### src/rtl/cdb_requester.sv
// cdb_requester: requester-side agent for a fixed-priority CDB arbiter, one per functional unit.
// Completed results (ROB tag + data) are queued in a small circular FIFO. request_OUT is high
// while the FIFO holds anything. On grant the head entry is driven onto the CDB for that cycle
// and popped at the edge.
//
// Optional feature: define CDB_REQ_FLUSH_EN to add flush_IN, which empties the FIFO at the edge.
//
// Ports:
//   clk_IN         clock, all state updates on rising edge
//   reset_IN       synchronous active-high reset
//   flush_IN       pipeline flush (only with CDB_REQ_FLUSH_EN)
//   fu_valid_IN    FU presents a result this cycle
//   fu_tag_IN      ROB tag of the result
//   fu_data_IN     result value
//   fu_ready_OUT   FIFO can accept a result this cycle
//   request_OUT    request into the arbiter
//   grant_IN       grant from the arbiter, same cycle
//   cdb_valid_OUT  this unit owns the CDB this cycle
//   cdb_tag_OUT    broadcast tag (0 when not valid)
//   cdb_data_OUT   broadcast data (0 when not valid)
module cdb_requester #(
  parameter int unsigned DEPTH  = 4,
  parameter int unsigned TAG_W  = 6,
  parameter int unsigned DATA_W = 32
) (
  input  logic              clk_IN,
  input  logic              reset_IN,
`ifdef CDB_REQ_FLUSH_EN
  input  logic              flush_IN,
`endif
  input  logic              fu_valid_IN,
  input  logic [TAG_W-1:0]  fu_tag_IN,
  input  logic [DATA_W-1:0] fu_data_IN,
  output logic              fu_ready_OUT,
  output logic              request_OUT,
  input  logic              grant_IN,
  output logic              cdb_valid_OUT,
  output logic [TAG_W-1:0]  cdb_tag_OUT,
  output logic [DATA_W-1:0] cdb_data_OUT
);

  localparam int unsigned PtrW = $clog2(DEPTH);
  localparam int unsigned CntW = PtrW + 1;

  logic [TAG_W-1:0]  tag_mem_q  [DEPTH];
  logic [DATA_W-1:0] data_mem_q [DEPTH];

  logic [PtrW-1:0] rd_ptr_q, rd_ptr_d;
  logic [PtrW-1:0] wr_ptr_q, wr_ptr_d;
  logic [CntW-1:0] count_q, count_d;

  logic push;
  logic pop;
  logic clear;

`ifdef CDB_REQ_FLUSH_EN
  assign clear = reset_IN | flush_IN;
`else
  assign clear = reset_IN;
`endif

  // Both flags come from registered count only, so request never loops back through the arbiter.
  assign fu_ready_OUT = (count_q != CntW'(DEPTH));
  assign request_OUT  = (count_q != '0);

  assign push = fu_valid_IN & fu_ready_OUT;
  // A reset cycle discards everything, including a would-be broadcast; a flush cycle does not.
  assign pop  = grant_IN & request_OUT & ~reset_IN;

  assign cdb_valid_OUT = pop;
  assign cdb_tag_OUT   = pop ? tag_mem_q[rd_ptr_q]  : '0;
  assign cdb_data_OUT  = pop ? data_mem_q[rd_ptr_q] : '0;

  always_comb begin
    rd_ptr_d = rd_ptr_q;
    wr_ptr_d = wr_ptr_q;
    count_d  = count_q;
    if (push) begin
      wr_ptr_d = wr_ptr_q + PtrW'(1);
    end
    if (pop) begin
      rd_ptr_d = rd_ptr_q + PtrW'(1);
    end
    unique case ({push, pop})
      2'b10:   count_d = count_q + CntW'(1);
      2'b01:   count_d = count_q - CntW'(1);
      default: count_d = count_q;
    endcase
  end

  always_ff @(posedge clk_IN) begin
    if (clear) begin
      rd_ptr_q <= '0;
      wr_ptr_q <= '0;
      count_q  <= '0;
    end else begin
      rd_ptr_q <= rd_ptr_d;
      wr_ptr_q <= wr_ptr_d;
      count_q  <= count_d;
    end
  end

  // Storage needs no reset: entries are only visible once count covers them.
  always_ff @(posedge clk_IN) begin
    if (push) begin
      tag_mem_q[wr_ptr_q]  <= fu_tag_IN;
      data_mem_q[wr_ptr_q] <= fu_data_IN;
    end
  end

endmodule

### config.mk
export PLATFORM = sky130hd
export DESIGN_NAME = cdb_requester
export DESIGN_NICKNAME = d
export VERILOG_FILES = /design/src/rtl/cdb_requester.sv
export SDC_FILE = /design/constraint.sdc
export NUM_CORES = 1
export LEC_CHECK = 0
export CELL_PAD_IN_SITES_DETAIL_PLACEMENT = 1
export CELL_PAD_IN_SITES_GLOBAL_PLACEMENT = 1
export CORE_MARGIN = 1
export CORE_UTILIZATION = 40
export DETAILED_ROUTE_END_ITERATION = 8
export PLACE_DENSITY_LB_ADDON = 0.12
export RECOVER_POWER = 100
export SKIP_CTS_REPAIR_TIMING = 1
export SYNTH_ARGS = -nofsm -noshare
export SYNTH_HDL_FRONTEND = slang
export SYNTH_SLANG_ARGS = --single-unit
### constraint.sdc
create_clock -name clk_IN -period 2.14 [get_ports clk_IN]
set_input_delay 0.214 -clock clk_IN [delete_from_list [all_inputs] [get_ports clk_IN]]
set_output_delay 0.214 -clock clk_IN [all_outputs]
set_load 0.05 [all_outputs]
Word level (Yosys, flattened, before mapping) --
Memories as Yosys holds them, arrays and structs flattened. A register that Yosys moved wholly into a read port is not among the register bits. Index checks and enable logic that the tools add are counted.
Storage, ports and cells: flip-flop bits (word level) 7, bits in writable memories 152, bits of input ports 42, output and inout port bits 41, logic and storage cells 27, memories kept 2
Memory list:
- data_mem_q | words 4, width 32, rd ports 1, clocked after Yosys merged registers in 1, wr ports 1, RTL line 46 | logic [DATA_W-1:0] data_mem_q [DEPTH];
- tag_mem_q | words 4, width 6, rd ports 1, clocked after Yosys merged registers in 1, wr ports 1, RTL line 45 | logic [TAG_W-1:0] tag_mem_q [DEPTH];
Operators by class: add/sub/neg operators 4, equal/unequal tests 3, multiplexer cells 9, bitwise logic cells 4, reductions and logical operators 2
Operator list (number):
- $mux W32 | 1
- $mux W2 | 4
- $mux W6 | 1
- $pmux W3 S2 | 1
- $add A2 B1 Y2 const B | 2
- $add A3 B1 Y3 const B | 1
- $and A1 B1 Y1 | 3
- $ne A3 B3 Y1 const B | 1
- $reduce_bool A3 Y1 | 1
- $sub A3 B1 Y3 const B | 1
- $eq A2 B1 Y1 const B | 1
- $eq A2 B2 Y1 const B | 1
- $mux W1 | 2
- $reduce_bool A2 Y1 | 1
- $not A1 Y1 | 1

Depth between registers and ports, before layout --
word-level depth 5, depth in mapped cells 10, mapped depth without buffers 9

Worst setup path before layout --
No wires, ideal clock.
kind register to register, start point register count_q[2], end point register count_q[2], setup time 0.070 ns, arrival time 2.444 ns, required time 2.070 ns, setup slack -0.374 ns, cell stages (with the launch flop) 11, buffers on the path 1, period minus slack after synthesis 2.514 ns, cells stage by stage dfxtp_1 -> o31ai_2 -> or2_1 -> buf_2 -> inv_1 -> ha_1 -> inv_1 -> fa_1 -> xor2_1 -> or3_1 -> a21oi_1
Between the ends: word-level cells in the longest chain between the ends 5, elaborated cells on any way between the ends 11, those cells by class add/sub: 2; eq/ne: 3; mux: 1; bitwise: 3; reduce/logical: 2
RTL lines:
- from (decl) | RTL line 50 | logic [CntW-1:0] count_q, count_d;
- from (signal assigned) | RTL line 99 | count_q <= count_d;
- $reduce_bool A3 Y1 * | RTL line 64 | assign request_OUT = (count_q != '0);
- $and A1 B1 Y1 * (2 in series) | RTL line 68 | assign pop = grant_IN & request_OUT & ~reset_IN;
- named net cdb_valid_OUT | RTL line 37 | output logic cdb_valid_OUT,
- $eq A2 B1 Y1 or $eq A2 B2 Y1 (tied branches) | RTL line 84 | unique case ({push, pop})
- $pmux W3 S2 or $reduce_bool A2 Y1 (tied branches)
The timed path passes the listed nets; every way through them passes the cells marked *. A chain may end at the register's enable or synchronous reset.

==> results by group <==
Status
  • Outcome: finished, violations left
  • Violated checks: negative setup slack

Pwr
  • PD cells: a little over 1000 nW/um^2
  • Switching share of power: 0.247
  • Peak VDD IR: 0.000541 V
  • Leak: 2.84 nW
  • Combinational share of power: 0.225
  • Seq pwr share: 0.435
  • Int Power: 6.51 mW
  • Psw: 2.14 mW
  • Clock power frac: 0.340

Critical path
  • Critical path class: reg -> out
  • WP data arrival: 1.94 ns
  • Crit-path max FO: 7
  • Worst r2r src: count_q[1]
  • Worst r2r path cells: 9
  • FF-to-FF End: count_q[2]
  • Crit path required time: between 1.5 and 2 ns
  • Largest stage delay, worst path: roughly 0.47 ns
  • Crit end category: output pin
  • Slowest-stage cell, CP: mux4_2
  • R2R setup slack: 0.08 ns
  • Startpoint types: register
  • Worst-path cell chain: buf_12 -> buf_4 -> mux4_2 -> nor2b_1 -> buf_4 -> buf_12

Synthesis
  • Top cell type's share of synthesized area: 0.728
  • Avg Inst Size Synth: approximately 21 sq um
  • Yosys warns: 0
  • Post-synthesis sequential area ratio: 0.757
  • Number of synthesized flops with an enable pin: 152
  • Netlist cell types: 27
  • Register bit count reported by yosys: roughly 160
  • Synth Flop Type: edfxtp_1
  • Largest cells by area after synthesis: edfxtp_1 (73%), mux4_2 (14%), nor2b_1 (3.5%)
  • Most frequent cell after synthesis: edfxtp_1
  • Top cells by count, synth: edfxtp_1 (152), mux4_2 (38), nor2b_1 (35), dfxtp_1 (9), nor2_1 (9)
  • Post-Synthesis Cell Area: between 6000 and 7000 sq um
  • Mapped Nets: around 340
  • Post-synth top area cell: edfxtp_1
  • Share of flip-flops with an asynchronous set or reset: 0
  • Post-Syn Instances: 294

Drt
  • Wire length per cell: about 19 microns
  • Via total after detailed routing: between 3000 and 4000
  • Routed wire length: ~12000 microns
  • DR vias/cell: roughly 4.8
  • Starting DRC count in detailed routing: around 140
  • Drc violations: 0
  • Detail Route Antenna Nets: 0
  • TritonRoute pass-1 iters: 4

Global route
  • Initial antenna violation count: 0
  • Grt total ovfl: 0
  • Largest net degree at the start of global routing: 39
  • Vias in the first global route: 3267
  • First-pass GRT wire length: approximately 18000 microns
  • All-Layer GR Usage: 0.158

Clock network
  • Sink Count: between 150 and 200
  • CTS buffer count: 17
  • H-tree Lvls: 4
  • Root buffer cell: clkbuf_16
  • Clock tree buffer depth: 2
  • Worst-path clk slew: 0.06 ns
  • Worst skew pair latency: around 0.42 ns
  • CTS tree: built

Floorplan
  • Core ar.: between 15000 and 20000 sq um
  • Die ar.: approximately 16000 sq um
  • Die Width: roughly 130 microns
  • Die H: around 130 microns
  • I/O pin count: between 80 and 90
  • Initial Utilization: 0.411
  • # rows: between 40 and 50

Final layout
  • Area grow syn2layout: 35.8%
  • ANT cells: 0
  • Fill cell count: about 1400
  • Nets: ~460
  • Layout cells sized above 1: 0.371

Timing
  • Worst Clk Skew: roughly 0.0029 ns
  • Unrepaired setup endpoints after global routing: true
  • Hold Slack: 0.499 ns
  • Final Cycle Share: 1.01
  • Final setup vio count: 1
  • Final min period: 2.16 ns
  • Relative max-transition margin: 0.666
  • Worst slew pin tran: approximately 0.5 ns
  • Final setup margin: -0.0180 ns
  • Fmax: about 460 MHz
  • Max Slew Vio Count: 0
  • Final Hold Viols: 0

Hold path
  • Hold wc startpoint: fu_data_IN[10]
  • Worst hold stages: 1
  • Hold EP: data_mem_q[2][10]
  • Worst Hold Class: in -> reg

Placement
  • Dpl hpwl: roughly 7400 microns
  • RePlAce Congestion: about 0.69
  • Port Buffers: around 80
  • Pre-CTS setup slack: -0.248 ns

Run
  • Max_cap viols: 0
==> sequential cells by signal, indices dropped and copies added, names as in the netlist, named ones only <==
name / cells
wr_ptr_q: 2
count_q: 3
data_mem_q: 128
rd_ptr_q: 2
tag_mem_q: 24
==> stage by stage <==
step           instances  cell area (sq um)  power [mW]   util  setup TNS [ns]
2_1_floorplan        294               6320        4.98      -         -0.0487
3_3_place_gp         597               7760        5.60  0.509          -0.244
3_5_place_dp         597               7760        5.64  0.509          -0.989
4_1_cts              629               8340        8.59  0.546           -5.84
5_1_grt              637               8520        8.98  0.558           -1.49
6_report             637               8520        8.65  0.558         -0.0180
==> cell type report <==
cell class	count	area (sq um)	area share
clock buffer	20	437	0.0513
clock inverter	12	140	0.0165
inverter	7	30.0	0.00353
multi-input combinational	113	1430	0.168
sequential	161	4760	0.559
tap	211	264	0.0310
timing repair buffer	113	1450	0.171
==> cells in the final DEF (no fill, tap or decap), types with 5 or more instances in the layout <==
cell | synthesis | final
buf_6 | 2 | 17
clkbuf_16 | 0 | 18
dlygate4sd3_1 | 0 | 38
inv_1 | 7 | 5
mux4_2 | 38 | 38
edfxtp_1 | 152 | 152
buf_4 | 1 | 17
nor2b_1 | 35 | 31
buf_12 | 2 | 32
nor2_1 | 9 | 9
clkinv_2 | 0 | 6
clkdlybuf4s50_1 | 0 | 5
==> critical path: cells and delay by family (launching register included) <==
| kind | cells | cell delay [ns] |
|---|---|---|
| buffers and inverters | 4 | 0.55 |
| DFF | 1 | 0.36 |
| muxes | 1 | 0.47 |
| and+or+nand+nor | 1 | 0.14 |
==> metal layers <==
layer / wire [microns] / up-vias / GRT usage
met1: 5130 / 1559 / 0.191
met5: 0 / - / 0
met2: 6340 / 66 / 0.271
li1: - / 1408 / -
met4: 192 / 0 / 0.0672
met3: 441 / 14 / 0.0394
==> power by group through the flow <==
stage	registers [mW]	clock network, mW	logic [mW]
global placement	3.85	0	1.75
detailed placement	3.87	0	1.77
global route	3.78	3.12	2.07
finish	3.76	2.94	1.94
CTS	3.81	3.01	1.78
floorplan	3.80	0	1.18
==> logic make-up (layout without fill, tap and decap cells) <==
logic type | count (synthesis) | count (layout) | synth area share
adder cells (fa/ha/maj) | 6 | 6 | 0.0132
flip-flops | 161 | 161 | 0.757
AO/OA/AOI/OAI | 6 | 6 | 0.00698
multiplexers | 40 | 40 | 0.140
AND/OR/NAND/NOR | 57 | 57 | 0.0565
XOR/XNOR | 4 | 4 | 0.00559
buffers and inverters | 20 | 152 | 0.0212
==> how the worst max path moves through the flow <==
stage / cells after the start / endpoint / slack [ns]
after floorplan: 10 / count_q[2] / -0.04
final: 6 / cdb_data_OUT[26] / -0.02
after global placement: 10 / count_q[2] / -0.20
after CTS: 6 / cdb_data_OUT[25] / -0.23
after global routing: 5 / cdb_data_OUT[20] / -0.08
after detailed placement: 10 / count_q[2] / -0.25
No activity file was read; power rests on OpenSTA's default activity.
